[src/rtl/pipe_hazard_ctrl.sv]
// Pipeline hazard controller: prioritises memory wait, trap, multi-cycle MDU,
// branch redirect and load-use hazards into per-stage stall/flush controls.
`timescale 1ns/1ps
module pipe_hazard_ctrl #(
    parameter int unsigned RAW  = 5,
    parameter int unsigned CNTW = 32
) (
    input  logic            clk,
    input  logic            rst_n,
    input  logic [RAW-1:0]  rs1_idx,
    input  logic [RAW-1:0]  rs2_idx,
    input  logic            rs1_used,
    input  logic            rs2_used,
    input  logic [RAW-1:0]  ex_rd_idx,
    input  logic            ex_is_load,
    input  logic            ex_mdu_start,
    input  logic            mdu_done,
    input  logic            ls_req,
    input  logic            ls_ready,
    input  logic            br_taken,
    input  logic            trap_req,
    output logic            pc_stall,
    output logic            ifid_stall,
    output logic            idex_stall,
    output logic            exls_stall,
    output logic            lswb_stall,
    output logic            ifid_flush,
    output logic            idex_flush,
    output logic            exls_flush,
    output logic            lswb_flush,
    output logic            mdu_kill,
    output logic            trap_redirect,
    output logic [1:0]      state,
    output logic [CNTW-1:0] stall_cnt,
    output logic [CNTW-1:0] flush_cnt
);

    typedef enum logic [1:0] {
        ST_RUN  = 2'd0,
        ST_MDU  = 2'd1,
        ST_TRAP = 2'd2
    } state_e;

    localparam int unsigned NSTALL = 5;
    localparam int unsigned NFLUSH = 4;

    state_e            state_q, state_d;
    logic              trap_redirect_q, trap_redirect_d;
    logic [CNTW-1:0]   stall_cnt_q, stall_cnt_d;
    logic [CNTW-1:0]   flush_cnt_q, flush_cnt_d;

    // {pc, ifid, idex, exls, lswb} and {ifid, idex, exls, lswb}
    logic [NSTALL-1:0] stall_c;
    logic [NFLUSH-1:0] flush_c;
    logic              kill_c;
    logic              mem_wait_c;
    logic              load_use_c;

    always_comb begin
        mem_wait_c = ls_req & ~ls_ready;
        load_use_c = ex_is_load & (ex_rd_idx != '0) &
                     ((rs1_used & (rs1_idx == ex_rd_idx)) |
                      (rs2_used & (rs2_idx == ex_rd_idx)));
    end

    // Next-state and hazard decode; memory wait freezes everything, including a pending trap.
    always_comb begin
        state_d = state_q;
        stall_c = '0;
        flush_c = '0;
        kill_c  = 1'b0;
        case (state_q)
            ST_RUN: begin
                if (mem_wait_c) begin
                    stall_c = 5'b11111;
                end else if (trap_req) begin
                    flush_c = 4'b1110;
                    state_d = ST_TRAP;
                end else if (ex_mdu_start) begin
                    stall_c = 5'b11100;
                    flush_c = 4'b0010;
                    state_d = ST_MDU;
                end else if (br_taken) begin
                    flush_c = 4'b1100;
                end else if (load_use_c) begin
                    stall_c = 5'b11000;
                    flush_c = 4'b0100;
                end
            end
            ST_MDU: begin
                if (mem_wait_c) begin
                    stall_c = 5'b11111;
                end else if (trap_req) begin
                    flush_c = 4'b1110;
                    kill_c  = 1'b1;
                    state_d = ST_TRAP;
                end else if (mdu_done) begin
                    state_d = ST_RUN;
                end else begin
                    // Front end holds while the bubble drains LS/WB behind the MDU op.
                    stall_c = 5'b11100;
                    flush_c = 4'b0010;
                end
            end
            ST_TRAP: begin
                if (mem_wait_c) begin
                    stall_c = 5'b11111;
                end else begin
                    state_d = ST_RUN;
                end
            end
            default: begin
                state_d = ST_RUN;
            end
        endcase
    end

    // Counters saturate at all-ones; trap_redirect tracks the TRAP state.
    always_comb begin
        trap_redirect_d = (state_d == ST_TRAP);
        stall_cnt_d     = stall_cnt_q;
        flush_cnt_d     = flush_cnt_q;
        if (stall_c[4] && (stall_cnt_q != '1)) begin
            stall_cnt_d = stall_cnt_q + CNTW'(1);
        end
        if ((flush_c != '0) && (flush_cnt_q != '1)) begin
            flush_cnt_d = flush_cnt_q + CNTW'(1);
        end
    end

    always_ff @(posedge clk or negedge rst_n) begin
        if (!rst_n) begin
            state_q         <= ST_RUN;
            trap_redirect_q <= 1'b0;
            stall_cnt_q     <= '0;
            flush_cnt_q     <= '0;
        end else begin
            state_q         <= state_d;
            trap_redirect_q <= trap_redirect_d;
            stall_cnt_q     <= stall_cnt_d;
            flush_cnt_q     <= flush_cnt_d;
        end
    end

    // Combinational controls are forced quiet while reset is asserted.
    always_comb begin
        {pc_stall, ifid_stall, idex_stall, exls_stall, lswb_stall} = rst_n ? stall_c : '0;
        {ifid_flush, idex_flush, exls_flush, lswb_flush}           = rst_n ? flush_c : '0;
        mdu_kill = rst_n & kill_c;
    end

    assign trap_redirect = trap_redirect_q;
    assign state         = state_q;
    assign stall_cnt     = stall_cnt_q;
    assign flush_cnt     = flush_cnt_q;

endmodule

[config.mk]
export PLATFORM = sky130hd
export DESIGN_NAME = pipe_hazard_ctrl
export DESIGN_NICKNAME = d
export VERILOG_FILES = /design/src/rtl/pipe_hazard_ctrl.sv
export SDC_FILE = /design/constraint.sdc
export NUM_CORES = 1
export LEC_CHECK = 0
export CAP_MARGIN = 5
export CORE_ASPECT_RATIO = 1.4
export CORE_MARGIN = 2
export CORE_UTILIZATION = 48
export CTS_CLUSTER_SIZE = 8
export DETAILED_ROUTE_END_ITERATION = 8
export PLACE_DENSITY_LB_ADDON = 0.1
export SLEW_MARGIN = 30
export SYNTH_ARGS = -nofsm -noshare
export SYNTH_HDL_FRONTEND = slang
export SYNTH_SLANG_ARGS = --single-unit
[constraint.sdc]
create_clock -name clk -period 3.32 [get_ports clk]
set_input_delay 0.83 -clock clk [delete_from_list [all_inputs] [get_ports clk]]
set_output_delay 0.83 -clock clk [all_outputs]
set_load 0.02 [all_outputs]
==> results.toml <==
[synth]
ys_seq_elements = 67
synth_edf_count = 0
yosysTopAreaCell = "dfrtp_1"
synth_top_area_share_pct = 46.0
syn_inst = 364
ys.flop_type = "dfrtp_1"
syn_area_um2 = 3650
yosysUniqueCellTypes = 46
syn-mean-instance-area_um2 = 10.0
synth_area_leaders = "dfrtp_1 46%, xnor2_1 9.4%, xor2_1 7.9%, nand4_1 5.1%, nand3_1 3.4%"
async_reset_ff_share_pct = 100
syn_nets = 392
yosysSeqAreaShare_pct = 46.0
synth_warnings = 0

[global_route]
grt_pass1_vias = 3218
grt_max_degree = 59
grt_use_total_pct = 22.6
grt_pass1_wl_um = 15200
antenna_found_initial = 0
grt-ovfl-total = 0

[floorplan]
start_util_pct = 49.6
die_x_um = 77.7
ios = 103
die_h_um = 107
die_area_um2 = 8320
core-area_um2 = 7360
rows = 37

[cells_and_area]
n_antenna_cell = 0
fin_nets = 512
mostFrequentLayoutCells = "89 x clkdlybuf4s50_1, 67 x dfrtp_1, 39 x xnor2_1, 33 x xor2_1, 30 x nand4_1"
area_growth_pct = 39.5
drive_above_1_share_pct = 11.9
mostFrequentLayoutCell = "clkdlybuf4s50_1"
post-route-cell-area_um2 = 5090
nFillCells = 575

[clock_tree]
cts_root_buf = "clkbuf_8"
cts.sinks = 67
hold_buffers = 0
clockBufferDepth = 2
cts_max_level = 3
clk_latency_ns = 0.35
cts_tree = "built"
clkSlewWorstSetupHoldPaths_ns = 0.07
cts_inserted_buffers = 9

[timing]
slew_violations = 0
tightest_slew_ns = 0.915
setup_viol = 0
period_share_pct = 97.6
layout_min_cycle_time_ns = 3.24
slew_headroom_pct = 38.5
finalWorstSetupSlack_ns = 0.0792
fmax_mhz = 309
hold_slack_ns = 0.348
skew_ns = 0.0127
hold_viol_final = 0

[setup_path]
endpoint_kind = "output port"
crit_path_frequent_cell = "buf_4"
crit_fanout = 3
cp.arrival_ns = 2.41
crit_buf_inv = 3
crit_path_start_kind = "primary input"
crit_slowest_cell = "clkdlybuf4s50_1"
critPathKind = "in -> out"
critPathRequiredTime_ns = 2.49
cp_top_family = "buffers and inverters"
max_stage_delay_ns = 0.54
worstPathCellList = "clkdlybuf4s50_1, xnor2_1, nand4_1, o22ai_2, buf_4, a31oi_4, nor2_2, buf_4"

[detailed_routing]
dr.pass1.iters = 4
drcViolationCount = 0
routed-via-count = 3218
drt-vias-per-instance = 5.49
avgRoutedWirePerCell_um = 15.3
drt-initial-drc-count = 90
final_antenna_net_count = 0
finalWirelength_um = 8990

[power]
powerDensity_nw_per_um2 = 488
peakVddDrop_uv = 405
p_leak_uw = 0.00218

[placed_design]
hpwlAfterDp_um = 6560
gp_congestion = 0.834
pre_cts_ws_ns = -0.457
io_buffers = 101
place_area_um2 = 4820

[job]
max_cap_viol_count = 0

[min_path]
hold_path.class = "in -> async"

[run_status]
status = "finished, final reports clean"
## power by group
group | internal [uW] | switching [uW] | total [uW]
clock | 424 | 321 | 746
combinational | 348 | 337 | 685
sequential | 915 | 137 | 1050
## per-layer routing
metal  wire length [um]  track usage, %  vias up
li1                   -               -     1532
met3                318            3.37       22
met2               4800            40.3       80
met1               3600            26.2     1584
met5                  0               0        -
met4                267            11.2        0
## cell type report
type	count	area (um2)	area share (%)
Clock inverter	6	88.8	1.75
Timing Repair Buffer	124	1170	23.0
Clock buffer	10	128	2.51
Multi-Input combinational cell	277	1880	37.0
Tap cell	97	121	2.38
Inverter	5	18.8	0.369
Sequential cell	67	1680	32.9
## cells by family (layout without fill, tap and decap cells)
| family | count (synthesis) | after routing | share of synthesized area (%) |
|---|---|---|---|
| xor+xnor | 72 | 72 | 17.3 |
| other cells | 1 | 1 | 0.103 |
| fa+ha+maj | 2 | 2 | 0.686 |
| simple gates | 183 | 183 | 28.1 |
| mux | 2 | 2 | 0.720 |
| flops | 67 | 67 | 46.0 |
| buf+inv | 20 | 145 | 3.22 |
| compound gates | 17 | 17 | 3.94 |
## flip-flops by register name, indices dropped and copies added (netlist names)
signal and cells:
state 2, stall_cnt 32, trap_redirect 1, flush_cnt 32
## Yosys cell counts, types with 2 or more instances
| cell | n |
|---|---|
| a21oi_1 | 3 |
| and2_1 | 3 |
| and3_1 | 15 |
| and4_1 | 6 |
| buf_2 | 4 |
| buf_4 | 4 |
| buf_6 | 3 |
| clkbuf_1 | 4 |
| dfrtp_1 | 67 |
| ha_1 | 2 |
| inv_1 | 5 |
| nand2_1 | 28 |
| nand2b_1 | 3 |
| nand3_1 | 25 |
| nand3b_1 | 2 |
| nand4_1 | 30 |
| nand4b_1 | 2 |
| nor2_1 | 26 |
| nor2b_1 | 3 |
| nor3_1 | 21 |
| nor3b_1 | 4 |
| nor4_1 | 6 |
| nor4_2 | 2 |
| o21a_1 | 3 |
| o22ai_1 | 2 |
| xnor2_1 | 39 |
| xor2_1 | 33 |
## metrics by stage
step	std cells	setup TNS, ns	power [uW]	utilization [%]
3_5_place_dp	566	-1.60	1750	65.5
5_1_grt	586	-0.00130	2600	69.1
3_3_place_gp	566	-1.50	1740	65.5
2_1_floorplan	364	0	1420	-
6_report	586	0	2480	69.1
4_1_cts	584	-0.286	2500	68.4
## final timing paths
check | start | to | slack [ns] | cells past startpoint
max | ex_rd_idx[0] | pc_stall | 0.08 | 8
min | rst_n | stall_cnt[26]$_DFFE_PN0P_ | 0.35 | 1
max reg2reg | state[0]$_DFF_PN0_ | stall_cnt[13]$_DFFE_PN0P_ | 1.03 | 6
min reg2reg | stall_cnt[27]$_DFFE_PN0P_ | stall_cnt[27]$_DFFE_PN0P_ | 0.50 | 1
max in group asynchronous | rst_n | stall_cnt[31]$_DFFE_PN0P_ | 1.98 | 2
min in group clk | stall_cnt[27]$_DFFE_PN0P_ | stall_cnt[27]$_DFFE_PN0P_ | 0.50 | 1
## repair_timing
action,in CTS,in global routing
pin swaps,2,5
endpoints found under the setup margin,7,3
gates resized for setup,11,18
buffers inserted,2,2
No activity file was read; power rests on OpenSTA's default activity.
